[config.mk]
export PLATFORM = sky130hd
export DESIGN_NAME = mem_reset_drain
export DESIGN_NICKNAME = d
export VERILOG_FILES = /design/src/rtl/mem_reset_drain.sv
export SDC_FILE = /design/constraint.sdc
export NUM_CORES = 1
export LEC_CHECK = 0
export CORE_MARGIN = 1
export CORE_UTILIZATION = 40
export DETAILED_ROUTE_END_ITERATION = 8
export DONT_BUFFER_PORTS = 1
export MAX_ROUTING_LAYER = met4
export SYNTH_ARGS = -nofsm -noshare
export SYNTH_HDL_FRONTEND = slang
export SYNTH_SLANG_ARGS = --single-unit
export TNS_END_PERCENT = 1
[constraint.sdc]
create_clock -name clock -period 2.1 [get_ports clock]
set_input_delay 0.21 -clock clock [delete_from_list [all_inputs] [get_ports clock]]
set_output_delay 0.21 -clock clock [all_outputs]
set_load 0.005 [all_outputs]
[src/rtl/mem_reset_drain.sv]
// mem_reset_drain
// Quiesces AXI read/write request traffic toward the DDR controller before a
// memory reset, drives the reset request, and reopens traffic once the memory
// reports ready again. Lives entirely in the memory controller clock domain.
//
// Optional feature macro: MEM_RESET_DRAIN_TIMEOUT_EN
//   defined   - CLOSE/DRAIN are bounded by TIMEOUT_CYCLES; on expiry the
//               block force-closes the gates, enters RESET and sets the sticky
//               drain_timeout flag.
//   undefined - CLOSE/DRAIN wait indefinitely; drain_timeout is tied low.
//
// Handshake semantics (all AR/AW ports): a transfer happens on a rising clock
// edge where valid and ready are both high. Once the upstream master raises
// s_*valid it keeps it high until the handshake, so a gate may only close in a
// cycle where the upstream valid is low or its handshake completes; closing it
// while a request is pending would retract m_*valid illegally.
//
// Debug outputs state_dbg / rd_cnt_dbg / wr_cnt_dbg expose the FSM state and
// the outstanding-transaction counters for checkers.

module mem_reset_drain #(
    parameter int CNT_WIDTH      = 8,
    parameter int RESET_HOLD     = 16,
    parameter int TIMEOUT_CYCLES = 4096
) (
    input  logic                 clock,
    input  logic                 reset,
    input  logic                 reset_req,
    input  logic                 mem_ok,
    input  logic                 s_arvalid,
    output logic                 s_arready,
    output logic                 m_arvalid,
    input  logic                 m_arready,
    input  logic                 s_awvalid,
    output logic                 s_awready,
    output logic                 m_awvalid,
    input  logic                 m_awready,
    input  logic                 rvalid,
    input  logic                 rready,
    input  logic                 rlast,
    input  logic                 bvalid,
    input  logic                 bready,
    output logic                 mem_sys_reset,
    output logic                 busy,
    output logic                 cnt_error,
    output logic                 drain_timeout,
    output logic [2:0]           state_dbg,
    output logic [CNT_WIDTH-1:0] rd_cnt_dbg,
    output logic [CNT_WIDTH-1:0] wr_cnt_dbg
);

    typedef enum logic [2:0] {
        S_WAIT_OK = 3'd0,
        S_RUN     = 3'd1,
        S_CLOSE   = 3'd2,
        S_DRAIN   = 3'd3,
        S_RESET   = 3'd4
    } state_t;

    // One phase counter serves both the RESET hold time and the drain timeout,
    // so it is sized for the larger of the two.
    localparam int PH_MAX = (RESET_HOLD > TIMEOUT_CYCLES) ? RESET_HOLD : TIMEOUT_CYCLES;
    localparam int PH_W   = $clog2(PH_MAX + 1);

    localparam logic [CNT_WIDTH-1:0] CNT_ZERO = '0;
    localparam logic [CNT_WIDTH-1:0] CNT_MAX  = '1;

    state_t               state;
    state_t               state_next;

    logic                 ok_meta;
    logic                 ok_sync;

    logic                 ar_open;
    logic                 aw_open;
    logic                 ar_open_next;
    logic                 aw_open_next;

    logic                 ar_hs;
    logic                 aw_hs;
    logic                 rd_done;
    logic                 wr_done;

    logic [CNT_WIDTH-1:0] rd_cnt;
    logic [CNT_WIDTH-1:0] wr_cnt;
    logic [CNT_WIDTH-1:0] rd_cnt_next;
    logic [CNT_WIDTH-1:0] wr_cnt_next;
    logic                 rd_err;
    logic                 wr_err;

    logic [PH_W-1:0]      ph_cnt;
    logic                 hold_done;
    logic                 ok_low_seen;
    logic                 timeout_hit;

    logic                 mem_sys_reset_q;
    logic                 cnt_error_q;

    // ------------------------------------------------------------------
    // Gating and handshake detection
    // ------------------------------------------------------------------
    assign m_arvalid = s_arvalid & ar_open;
    assign s_arready = m_arready & ar_open;
    assign m_awvalid = s_awvalid & aw_open;
    assign s_awready = m_awready & aw_open;

    assign ar_hs   = s_arvalid & m_arready & ar_open;
    assign aw_hs   = s_awvalid & m_awready & aw_open;
    assign rd_done = rvalid & rready & rlast;
    assign wr_done = bvalid & bready;

    assign hold_done = (ph_cnt >= PH_W'(RESET_HOLD - 1));

    // Two-flop synchronizer for the asynchronous memory-ready status.
    always_ff @(posedge clock) begin
        if (reset) begin
            ok_meta <= 1'b0;
            ok_sync <= 1'b0;
        end else begin
            ok_meta <= mem_ok;
            ok_sync <= ok_meta;
        end
    end

`ifdef MEM_RESET_DRAIN_TIMEOUT_EN
    logic drain_timeout_q;

    // The phase counter restarts on CLOSE entry and keeps running through
    // DRAIN, so this fires TIMEOUT_CYCLES cycles after CLOSE was entered.
    assign timeout_hit = ((state == S_CLOSE) || (state == S_DRAIN)) &&
                         (ph_cnt == PH_W'(TIMEOUT_CYCLES - 1));

    // Sticky record that a drain was cut short; only the block reset clears it.
    always_ff @(posedge clock) begin
        if (reset) begin
            drain_timeout_q <= 1'b0;
        end else if (timeout_hit) begin
            drain_timeout_q <= 1'b1;
        end
    end

    assign drain_timeout = drain_timeout_q;
`else
    assign timeout_hit   = 1'b0;
    assign drain_timeout = 1'b0;
`endif

    // ------------------------------------------------------------------
    // Next-state logic
    // ------------------------------------------------------------------
    // Sequence: WAIT_OK -> RUN -> CLOSE -> DRAIN -> RESET -> WAIT_OK.
    always_comb begin
        state_next = state;
        case (state)
            S_WAIT_OK: begin
                if (ok_sync && !reset_req) begin
                    state_next = S_RUN;
                end
            end
            S_RUN: begin
                if (reset_req) begin
                    state_next = S_CLOSE;
                end
            end
            S_CLOSE: begin
                // reset_req is not looked at again: once started, the
                // sequence always runs to completion.
                if (timeout_hit) begin
                    state_next = S_RESET;
                end else if (!ar_open && !aw_open) begin
                    state_next = S_DRAIN;
                end
            end
            S_DRAIN: begin
                if (timeout_hit) begin
                    state_next = S_RESET;
                end else if ((rd_cnt == CNT_ZERO) && (wr_cnt == CNT_ZERO)) begin
                    state_next = S_RESET;
                end
            end
            S_RESET: begin
                // The current cycle's low status counts as "seen" so the exit
                // is not delayed by the extra register.
                if (hold_done && (ok_low_seen || !ok_sync)) begin
                    state_next = S_WAIT_OK;
                end
            end
            default: begin
                state_next = S_WAIT_OK;
            end
        endcase
    end

    // ------------------------------------------------------------------
    // Outstanding-transaction counters
    // ------------------------------------------------------------------
    // Saturating up/down counters; a simultaneous request and completion
    // cancel out, and a completion with nothing outstanding is flagged.
    always_comb begin
        rd_cnt_next = rd_cnt;
        wr_cnt_next = wr_cnt;
        rd_err      = 1'b0;
        wr_err      = 1'b0;

        if (state_next == S_RESET) begin
            rd_cnt_next = CNT_ZERO;
        end else if (ar_hs && !rd_done) begin
            rd_cnt_next = rd_cnt + CNT_WIDTH'(1);
        end else if (!ar_hs && rd_done) begin
            if (rd_cnt == CNT_ZERO) begin
                rd_err = 1'b1;
            end else begin
                rd_cnt_next = rd_cnt - CNT_WIDTH'(1);
            end
        end

        if (state_next == S_RESET) begin
            wr_cnt_next = CNT_ZERO;
        end else if (aw_hs && !wr_done) begin
            wr_cnt_next = wr_cnt + CNT_WIDTH'(1);
        end else if (!aw_hs && wr_done) begin
            if (wr_cnt == CNT_ZERO) begin
                wr_err = 1'b1;
            end else begin
                wr_cnt_next = wr_cnt - CNT_WIDTH'(1);
            end
        end
    end

    // ------------------------------------------------------------------
    // Gate control
    // ------------------------------------------------------------------
    // In RUN a gate shuts exactly when its counter is about to hit all-ones;
    // that can only happen through a handshake, which is a legal close point,
    // so a counter can never wrap. In CLOSE each gate waits for its upstream
    // valid to go low or be accepted.
    always_comb begin
        ar_open_next = 1'b0;
        aw_open_next = 1'b0;
        case (state)
            S_WAIT_OK: begin
                if (state_next == S_RUN) begin
                    ar_open_next = 1'b1;
                    aw_open_next = 1'b1;
                end
            end
            S_RUN: begin
                ar_open_next = (rd_cnt_next != CNT_MAX);
                aw_open_next = (wr_cnt_next != CNT_MAX);
            end
            S_CLOSE: begin
                if (!timeout_hit) begin
                    ar_open_next = ar_open & s_arvalid & ~ar_hs;
                    aw_open_next = aw_open & s_awvalid & ~aw_hs;
                end
            end
            default: begin
                ar_open_next = 1'b0;
                aw_open_next = 1'b0;
            end
        endcase
    end

    // ------------------------------------------------------------------
    // State, gate, counter and flag registers
    // ------------------------------------------------------------------
    // Main control registers; block reset returns to WAIT_OK with gates shut.
    always_ff @(posedge clock) begin
        if (reset) begin
            state           <= S_WAIT_OK;
            ar_open         <= 1'b0;
            aw_open         <= 1'b0;
            rd_cnt          <= CNT_ZERO;
            wr_cnt          <= CNT_ZERO;
            mem_sys_reset_q <= 1'b0;
            cnt_error_q     <= 1'b0;
        end else begin
            state           <= state_next;
            ar_open         <= ar_open_next;
            aw_open         <= aw_open_next;
            rd_cnt          <= rd_cnt_next;
            wr_cnt          <= wr_cnt_next;
            mem_sys_reset_q <= (state_next == S_RESET);
            cnt_error_q     <= cnt_error_q | rd_err | wr_err;
        end
    end

    // Phase counter: restarts on entry to CLOSE and to RESET, saturates.
    always_ff @(posedge clock) begin
        if (reset) begin
            ph_cnt <= '0;
        end else if (((state_next == S_CLOSE) && (state != S_CLOSE)) ||
                     ((state_next == S_RESET) && (state != S_RESET))) begin
            ph_cnt <= '0;
        end else if (ph_cnt != PH_W'(PH_MAX)) begin
            ph_cnt <= ph_cnt + PH_W'(1);
        end
    end

    // Remembers that memory acknowledged the reset (status low) during RESET.
    always_ff @(posedge clock) begin
        if (reset) begin
            ok_low_seen <= 1'b0;
        end else if (state != S_RESET) begin
            ok_low_seen <= 1'b0;
        end else if (!ok_sync) begin
            ok_low_seen <= 1'b1;
        end
    end

    assign mem_sys_reset = mem_sys_reset_q;
    assign cnt_error     = cnt_error_q;
    assign busy          = (state != S_RUN);
    assign state_dbg     = state;
    assign rd_cnt_dbg    = rd_cnt;
    assign wr_cnt_dbg    = wr_cnt;

endmodule

# After elaboration in Yosys (flattened, before gate mapping)

Index checks and enable logic that the tools add are counted.

Add/subtract/negate cells: 5
Multiply operators: 0
Divide/modulo/power cells: 0
$lt $le $gt $ge: 1
Eq/ne operators: 13
Shifts and indexed selects: 0
Mux-type cells: 25
Bitwise logic cells: 17
Reduce and logical (&&, ||, !) cells: 25

Operators by type and width:

| operator              | count |
|---|---|
| $mux 8                | 8 |
| $add 8x1->8 const B   | 2 |
| $logic_not 8->1       | 2 |
| $ne 8x8->1 const B    | 2 |
| $sub 8x1->8 const B   | 2 |
| $mux 3                | 5 |
| $pmux 3 s5            | 1 |
| $add 13x1->13 const B | 1 |
| $and 1x1->1           | 13 |
| $ge 13x4->1 const B   | 1 |
| $ne 13x13->1 const B  | 1 |
| $logic_and 1x1->1     | 10 |
| $eq 3x2->1 const B    | 3 |
| $mux 1                | 9 |
| $logic_not 1->1       | 8 |
| $eq 3x1->1 const B    | 2 |
| $eq 3x3->1 const B    | 2 |
| $pmux 1 s3            | 2 |
| $reduce_or 2->1       | 2 |
| $logic_not 3->1       | 1 |
| $ne 3x1->1 const B    | 1 |
| $ne 3x2->1 const B    | 1 |
| $ne 3x3->1 const B    | 1 |
| $logic_or 1x1->1      | 2 |
| other kinds (2)       | 4 |

Register bits: 39
Bits in latches: 0
Memory bits (writable): 0
Bits in read-only memories: 0
Bits of input ports: 13
Output and inout bits: 27
Logic and storage cells: 97
Memories: 0

# Depth between registers and ports, before layout

Gate-level depths: netlist of run 1.

Word-level depth: 9
Depth in mapped cells: 10
Depth with buffers taken out: 9

# Least setup slack after synthesis of run 1

No wires, ideal clock.

Kind: register -> register
Start: register rd_cnt[0], in the netlist rd_cnt_dbg[0]
End: register rd_cnt[5], in the netlist rd_cnt_dbg[5]
Setup time: 0.124 ns
Arrival: 2.085 ns
Slack: -0.109 ns
Stages on the path, launching flop included: 11
Buffers on the path: 2
Cell sequence: dfxtp_1 -> inv_1 -> ha_1 -> or3b_1 -> nor3_2 -> nand3_1 -> o21a_1 -> nand2b_1 -> buf_2 -> buf_4 -> nor2_1

Cells in the longest elaborated chain, start to end: 6
Elaborated cells between the ends (all ways): 11
Those cells by class: add/sub: 2; eq/ne: 1; mux: 6; reduce/logical: 2

RTL lines:

| element                                             | RTL line | text |
|---|---|---|
| from (decl)                                         | 84       | `logic [CNT_WIDTH-1:0] rd_cnt;` |
| from (signal assigned)                              | 281      | `rd_cnt <= rd_cnt_next;` |
| branches (longest 5 deep; another with $sub 8x1->8) | --       |  |
| $mux 8 (*)                                          | 205      | `if (state_next == S_RESET) begin` |

Mark *: on every way between the ends.
A chain may end at the register's enable or synchronous reset.

# Final worst setup path of run 1

Start: register rd_cnt[1], in the netlist rd_cnt_dbg[1]
End: register cnt_error_q, in the netlist cnt_error

Cells in the longest elaborated chain, start to end: 8
Elaborated cells between the ends (all ways): 12
Those cells by class: eq/ne: 1; mux: 7; bitwise: 2; reduce/logical: 2

RTL lines:

| element              | RTL line | text |
|---|---|---|
| $logic_not 8->1 (*)  | 177, 210 |  |
| $logic_and 1x1->1    | 177      | `end else if ((rd_cnt == CNT_ZERO) && (wr_cnt == CNT_ZERO)) begin` |
| $mux 3               | 177      |  |
| $pmux 3 s5           | 154      | `case (state)` |
| $eq 3x3->1           | 205, 217 |  |
| $mux 1               | 205      |  |
| $or 1x1->1           | 284      | `cnt_error_q <= cnt_error_q \| rd_err \| wr_err;` |
| $or 1x1->1 (*)       | 284      |  |
| to (signal assigned) | 284      |  |
| to (decl)            | 97       | `logic cnt_error_q;` |

Mark *: on every way between the ends. The rest lies on a longest branch, timed or not.

==> key figures, run 1 <==
Clock tree
  – Clk Latency, worst-skew pair: 290 ps
  – H-tree levels: 2
  – Num Clock Sinks: 39
  – Deepest clock path buffer count: 2
  – CTS tree: built
  – Clock transition at path regs: 80 ps
  – CTS Buf Count: 5
  – Root buffer cell: clkbuf_8

Floorplan
  – Die width: 77.62 um
  – Core ar.: 5507 um^2
  – Die H: 77.62 um
  – Core Rows: 27
  – Die area: 6024 um^2
  – Starting Density: 0.4154
  – IO Pins: 40

Timing
  – RSZ-0062 raised after global routing: true
  – Period utilisation layout: 0.9897
  – Final setup violation count: 0
  – Fmax: 0.4811 GHz
  – Setup total negative slack: 0 ps
  – Tmin final: 2078 ps
  – WHS: 58.41 ps
  – Final hold vios: 0
  – Clk_skew: 8.554 ps
  – Slew Limit Fails: 0

Yosys
  – Synth Area in Compound Gates: 0.1570
  – Post-synth top area share: 0.3414
  – FFs w/ async S/R, synth: 0
  – Post-synthesis xor/xnor area fraction: 0.05744
  – Post-synth top cells: 49 x nor2_1, 39 x dfxtp_1, 21 x nand2_1, 19 x nand3_1, 15 x a21oi_1
  – Mean Syn Cell Area: 7.753 um^2
  – Seq/Total Area, Yosys: 0.3414
  – Count leader, synth: nor2_1
  – Post-synthesis simple-gate area fraction: 0.3441
  – Leading post-synthesis cells by cell area: dfxtp_1 34%, nor2_1 8.0%, nand3_1 4.2%
  – Most used DFF post-synth: dfxtp_1
  – Post-synthesis adder-cell area fraction: 0.03829
  – Syn nets: 315
  – Post-synth EDFFs: 0
  – FF+latch count, synth: 39
  – Mapped Area: 2287 um^2
  – Largest family of logic cells by synthesized area: simple AND/OR/NAND/NOR gates
  – Yosys top cell by area: dfxtp_1
  – Mux cell area share after synthesis: 0.02243
  – Mapped Cells: 295
  – Distinct cells, synth: 56
  – Synth Warn #: 0

Detailed routing
  – Antenna-violating nets left: 0
  – Final wirelength: 5.825 mm
  – Vias: 2241
  – Detailed Routing Iterations Pass 1: 5
  – Via density: 5.520
  – DRC Markers: 0
  – Initial DRC Count: 81
  – Wire per inst: 14.35 um

Critical path
  – Required time worst endpoint: 2270 ps
  – Crit path max fanout: 4
  – Critical path arrival: 2250 ps
  – Worst-path cell chain: inv_2 -> ha_4 -> or3b_4 -> nor3_4 -> nand3_2 -> o21a_1 -> buf_6 -> a21oi_2 -> nor2_1
  – Crit path max-delay cell type: or3b_4
  – WS Path Type: reg2reg
  – Cell family with most CP delay: simple AND/OR/NAND/NOR gates
  – Worst path bufs/invs: 2
  – Delay of the slowest critical-path stage: 420 ps
  – Crit path launch type: flip-flop
  – Element type at the critical path end: flip-flop

Pwr
  – Net switching power: 0.0007046 W
  – Int Pwr: 0.001666 W
  – Sw Ratio: 0.2973
  – Logic pwr share: 0.337
  – Pleak: 1.168 nW
  – Part of the power in registers: 0.352
  – Cell Pwr Density: 811.7 nW/um^2
  – VDD IR max: 556.4 uV
  – Clock power frac: 0.310

Place
  – Post-DP Area: 2610 um^2
  – HPWL after detailed placement: 4.326 mm
  – Final GP Congestion: 0.9296
  – Port-buffer cells: 0

Finish
  – Final Util: 0.5303
  – # diodes: 0
  – Area grow syn2layout: 27.68%
  – Share of layout cells above drive strength 1: 0.2455
  – Finished Cell Area: 2920 um^2
  – Layout Nets: 353

Global routing
  – Vias in the first global route: 2102
  – Total GRT Usage: 0.2027
  – Pin count of the biggest net entering global routing: 14
  – Antenna violations before repair: 0
  – Grt total ovfl: 0
  – First-pass GRT wire length: 9.618 mm

Outcome
  – Status: complete, no violations

Flow run
  – MaxCap Viol Count: 0

Min path
  – HP Class: in2reg
-- per-layer routing --
metal	GRT usage	vias up	part of all wire
met5	-	-	0
met4	0.06792	0	0.0098
met3	0.04471	6	0.062
met2	0.3106	81	0.46
met1	0.2632	1031	0.47
li1	-	1123	-
-- registers in the layout, summed over array words and instances (netlist names) --
name / flops
ph_cnt: 13
mem_sys_reset: 1
ar_open: 1
ok_meta: 1
state_dbg: 3
ok_low_seen: 1
ok_sync: 1
rd_cnt_dbg: 8
aw_open: 1
wr_cnt_dbg: 8
cnt_error: 1
-- timing repair --
| action | CTS | global route |
|---|---|---|
| endpoints found under the setup margin | 2 | 13 |
| setup buffers | 0 | 3 |
| hold buffers | 1 | 0 |
| endpoints found under the hold margin | 7 | 0 |
| gates resized for setup | 2 | 33 |
| cloned | 0 | 1 |
| pin swaps | 1 | 15 |
-- final timing paths --
path / to / cells past startpoint / slack, ps / start
min reg2reg: ok_sync / 1 / 440 / ok_meta
max: cnt_error / 9 / 20 / rd_cnt_dbg[1]
min: ok_meta / 1 / 60 / mem_ok
max reg2reg: cnt_error / 9 / 20 / rd_cnt_dbg[1]
-- worst register-to-register path: stages, from the launching register on --
cell and delay [ps]:
dfxtp_2 330, inv_2 80, ha_4 140, or3b_4 420
nor3_4 280, nand3_2 160, o21a_1 270, buf_6 140
a21oi_2 100, nor2_1 40
-- through the flow --
stage / instances / power [W] / setup WS [ps]
after floorplan: 295 / 0.001312 / -34.37
after global placement: 393 / 0.001567 / -7.335
after detailed placement: 393 / 0.001566 / -92.77
after CTS: 402 / 0.002324 / 25.09
after global routing: 406 / 0.002515 / -54.41
final: 406 / 0.002370 / 21.54
-- power groups by stage --
| stage | Clock [W] | Combinational, W | Sequential (W) |
|---|---|---|---|
| floorplan | 0 | 0.000427 | 0.000885 |
| global placement | 0 | 0.000717 | 0.000850 |
| detailed placement | 0 | 0.000716 | 0.000850 |
| CTS | 0.000765 | 0.000726 | 0.000833 |
| global route | 0.000795 | 0.000880 | 0.000840 |
| finish | 0.000736 | 0.000800 | 0.000835 |
-- layout make-up --
class,instances,area (um^2)
clock buffer,5,68.82
fill,522,2586
multi-input combinational,236,1541
inverter,10,37.54
sequential,39,785.8
timing repair buffer,41,329.1
tap,72,90.09
clock inverter,3,67.56
-- layout by cell type, fill, tap and decap left out, types with 3 or more instances in the layout --
cell type,n
a21oi_1,13
a31oi_1,6
and2_1,5
and3_1,5
buf_4,35
buf_6,5
clkbuf_8,5
dfxtp_1,35
dfxtp_2,4
ha_1,5
inv_1,6
inv_2,4
mux2i_1,4
nand2_1,21
nand2b_1,8
nand3_1,18
nor2_1,46
nor2_2,3
nor2b_1,5
nor3_1,12
nor4_1,7
o21ai_0,6
o32a_1,3
xnor2_1,7
xor2_1,8
-- kinds of logic after synthesis --
family,count (synthesis)
compound gates,54
fa+ha+maj,7
other cells,1
xor+xnor,15
flops,39
mux,5
buf+inv,20
simple gates,154
Note: power is estimated with default switching activity, not from simulation.
==> inputs of run 2 (changes only) <==
Settings changed: SKIP_CTS_REPAIR_TIMING set to 1.
==> run 2 against run 1 <==
  * Power decreased by 0.15%
  * Critical path depth unchanged
  * First-iteration DRC count increased by 4.9%
  * Core utilization is 0.11 points higher
  * Global-route usage is 0.13 points lower
  * Sequential power barely moved
  * Flip-flop and latch count did not move
  * Combinational power about the same
  * Critical endpoint unchanged
  * Highest routed layer unchanged
==> key figures, run 2 (synthesized netlist as in run 1, its figures left out) <==
Outcome
  – Status: complete, no violations

Timing
  – Tmin final: 2055 ps (-23.93 ps)
  – Setup total negative slack: 0 ps (unchanged)
  – Fmax: 0.4867 GHz (+1.2%)
  – Period utilisation layout: 0.9783 (-0.01140)
  – Final hold vios: 0 (unchanged)
  – Slew Limit Fails: 0 (unchanged)
  – Clk_skew: 7.551 ps (-1.002 ps)
  – Final setup violation count: 0 (unchanged)

Global routing
  – Vias in the first global route: 2098 (-0.19%)
  – Grt total ovfl: 0 (unchanged)
  – First-pass GRT wire length: 9.577 mm (-0.43%)
  – Total GRT Usage: 0.2014 (-0.001283)
  – Antenna violations before repair: 0 (unchanged)
  – Pin count of the biggest net entering global routing: 14 (unchanged)

Clock tree
  – Deepest clock path buffer count: 2 (unchanged)
  – CTS tree: built
  – Clk Latency, worst-skew pair: 290 ps (about the same)
  – Clock transition at path regs: 80 ps (about the same)
  – H-tree levels: 2 (unchanged)
  – Root buffer cell: clkbuf_8
  – Num Clock Sinks: 39 (unchanged)
  – CTS Buf Count: 5 (unchanged)

Detailed routing
  – Wire per inst: 14.28 um (-0.49%)
  – Final wirelength: 5.839 mm (+0.24%)
  – Via density: 5.509 (-0.20%)
  – DRC Markers: 0 (unchanged)
  – Vias: 2253 (+0.54%)
  – Antenna-violating nets left: 0 (unchanged)
  – Detailed Routing Iterations Pass 1: 4 (-1)
  – Initial DRC Count: 85 (+4.9%)

Critical path
  – Required time worst endpoint: 2280 ps (about the same)
  – Flop2flop setup slack: 50 ps (+20 ps)
  – WS Path Type: reg2reg
  – Crit path max-delay cell type: or3b_4
  – Element type at the critical path end: flip-flop
  – Worst r2r dst: cnt_error
  – Cell family with most CP delay: simple AND/OR/NAND/NOR gates
  – Crit path launch type: flip-flop
  – Worst path bufs/invs: 2 (unchanged)
  – Critical path arrival: 2230 ps (-20 ps)
  – Crit path max fanout: 4 (unchanged)
  – Worst r2r src: rd_cnt_dbg[1]
  – Worst-path cell chain: inv_2 -> ha_4 -> or3b_4 -> nor3_4 -> nand3_2 -> o21a_1 -> buf_4 -> a21oi_2 -> nor2_1
  – Worst R2R Path Depth: 9 (unchanged)
  – Delay of the slowest critical-path stage: 420 ps (about the same)

Floorplan
  – Die H: 77.62 um (unchanged)
  – Die area: 6024 um^2 (unchanged)
  – Die width: 77.62 um (unchanged)
  – Core Rows: 27 (unchanged)
  – IO Pins: 40 (unchanged)
  – Core ar.: 5507 um^2 (unchanged)
  – Starting Density: 0.4154 (unchanged)

Flow run
  – MaxCap Viol Count: 0 (unchanged)

Place
  – Port-buffer cells: 0 (unchanged)
  – HPWL after detailed placement: 4.326 mm (unchanged)
  – Final GP Congestion: 0.9296 (unchanged)

Finish
  – Share of layout cells above drive strength 1: 0.2404 (-0.005153)
  – Largest register by flop count: ph_cnt
  – Final Util: 0.5315 (+0.001136)
  – Largest register FFs: 13 (unchanged)
  – Leading cell type in the layout, fill and taps excluded: nor2_1
  – Layout Nets: 356 (+0.85%)
  – Area grow syn2layout: 27.95%
  – # diodes: 0 (unchanged)
  – Most frequent cells in the layout: 47 x nor2_1, 38 x buf_4, 35 x dfxtp_1

Min path
  – Hold path cells: 2 (+1)
  – Hold Crit Start: reset
  – Hold Crit Endpoint: aw_open
  – HP Class: in2reg

Pwr
  – Pleak: 1.178 nW (+0.88%)
  – Cell Pwr Density: 808.7 nW/um^2 (-0.36%)
  – VDD IR max: 543.2 uV (-2.4%)
## run 2: cell type report
| class | count | area, um^2 |
|---|---|---|
| Sequential cell | 39 | 785.8 |
| Tap cell | 72 | 90.09 |
| Clock buffer | 5 | 68.82 |
| Inverter | 10 | 37.54 |
| Multi-Input combinational cell | 236 | 1528 |
| Fill cell | 524 | 2580 |
| Clock inverter | 3 | 67.56 |
| Timing Repair Buffer | 44 | 349.1 |
## run 2: power by group
| group | internal (W) | leakage (nW) | total (W) | switching [W] |
|---|---|---|---|---|
| Sequential | 0.000798 | 0.318 | 0.000834 | 0.0000366 |
| Combinational | 0.000398 | 0.796 | 0.000797 | 0.000399 |
| Clock | 0.000474 | 0.0644 | 0.000736 | 0.000262 |
| Total | 0.00167 | 1.18 | 0.00237 | 0.000698 |
## run 2: worst max path at each step
stage | start | endpoint | slack (ps) | depth (start not counted)
final | rd_cnt_dbg[1] | cnt_error | 50 | 9
after global routing | rd_cnt_dbg[1] | aw_open | -40 | 9
after CTS | rd_cnt_dbg[1] | aw_open | -120 | 9
after detailed placement | rd_cnt_dbg[1] | aw_open | -90 | 9
after global placement | rd_cnt_dbg[1] | aw_open | -7 | 9
after floorplan | rd_cnt_dbg[0] | rd_cnt_dbg[5] | -30 | 10
## run 2: per-layer routing
metal,share of wire,track usage,vias to the layer above
met5,0,-,-
met4,0.0098,0.06792,0
met3,0.065,0.04471,6
met2,0.46,0.3088,70
met1,0.47,0.2610,1048
li1,-,-,1129
## run 2: metrics by stage
stage	cells	worst slack (ps)	hold WS, ps	total power (W)	instance area, um^2
floorplan	295	-34.37	338.2	0.001312	2298
global placement	393	-7.335	283.4	0.001567	2610
detailed placement	393	-92.77	285.3	0.001566	2610
CTS	401	-117.1	-35.16	0.002317	2746
global route	409	-39.65	81.09	0.002511	2927
finish	409	45.47	72.58	0.002367	2927
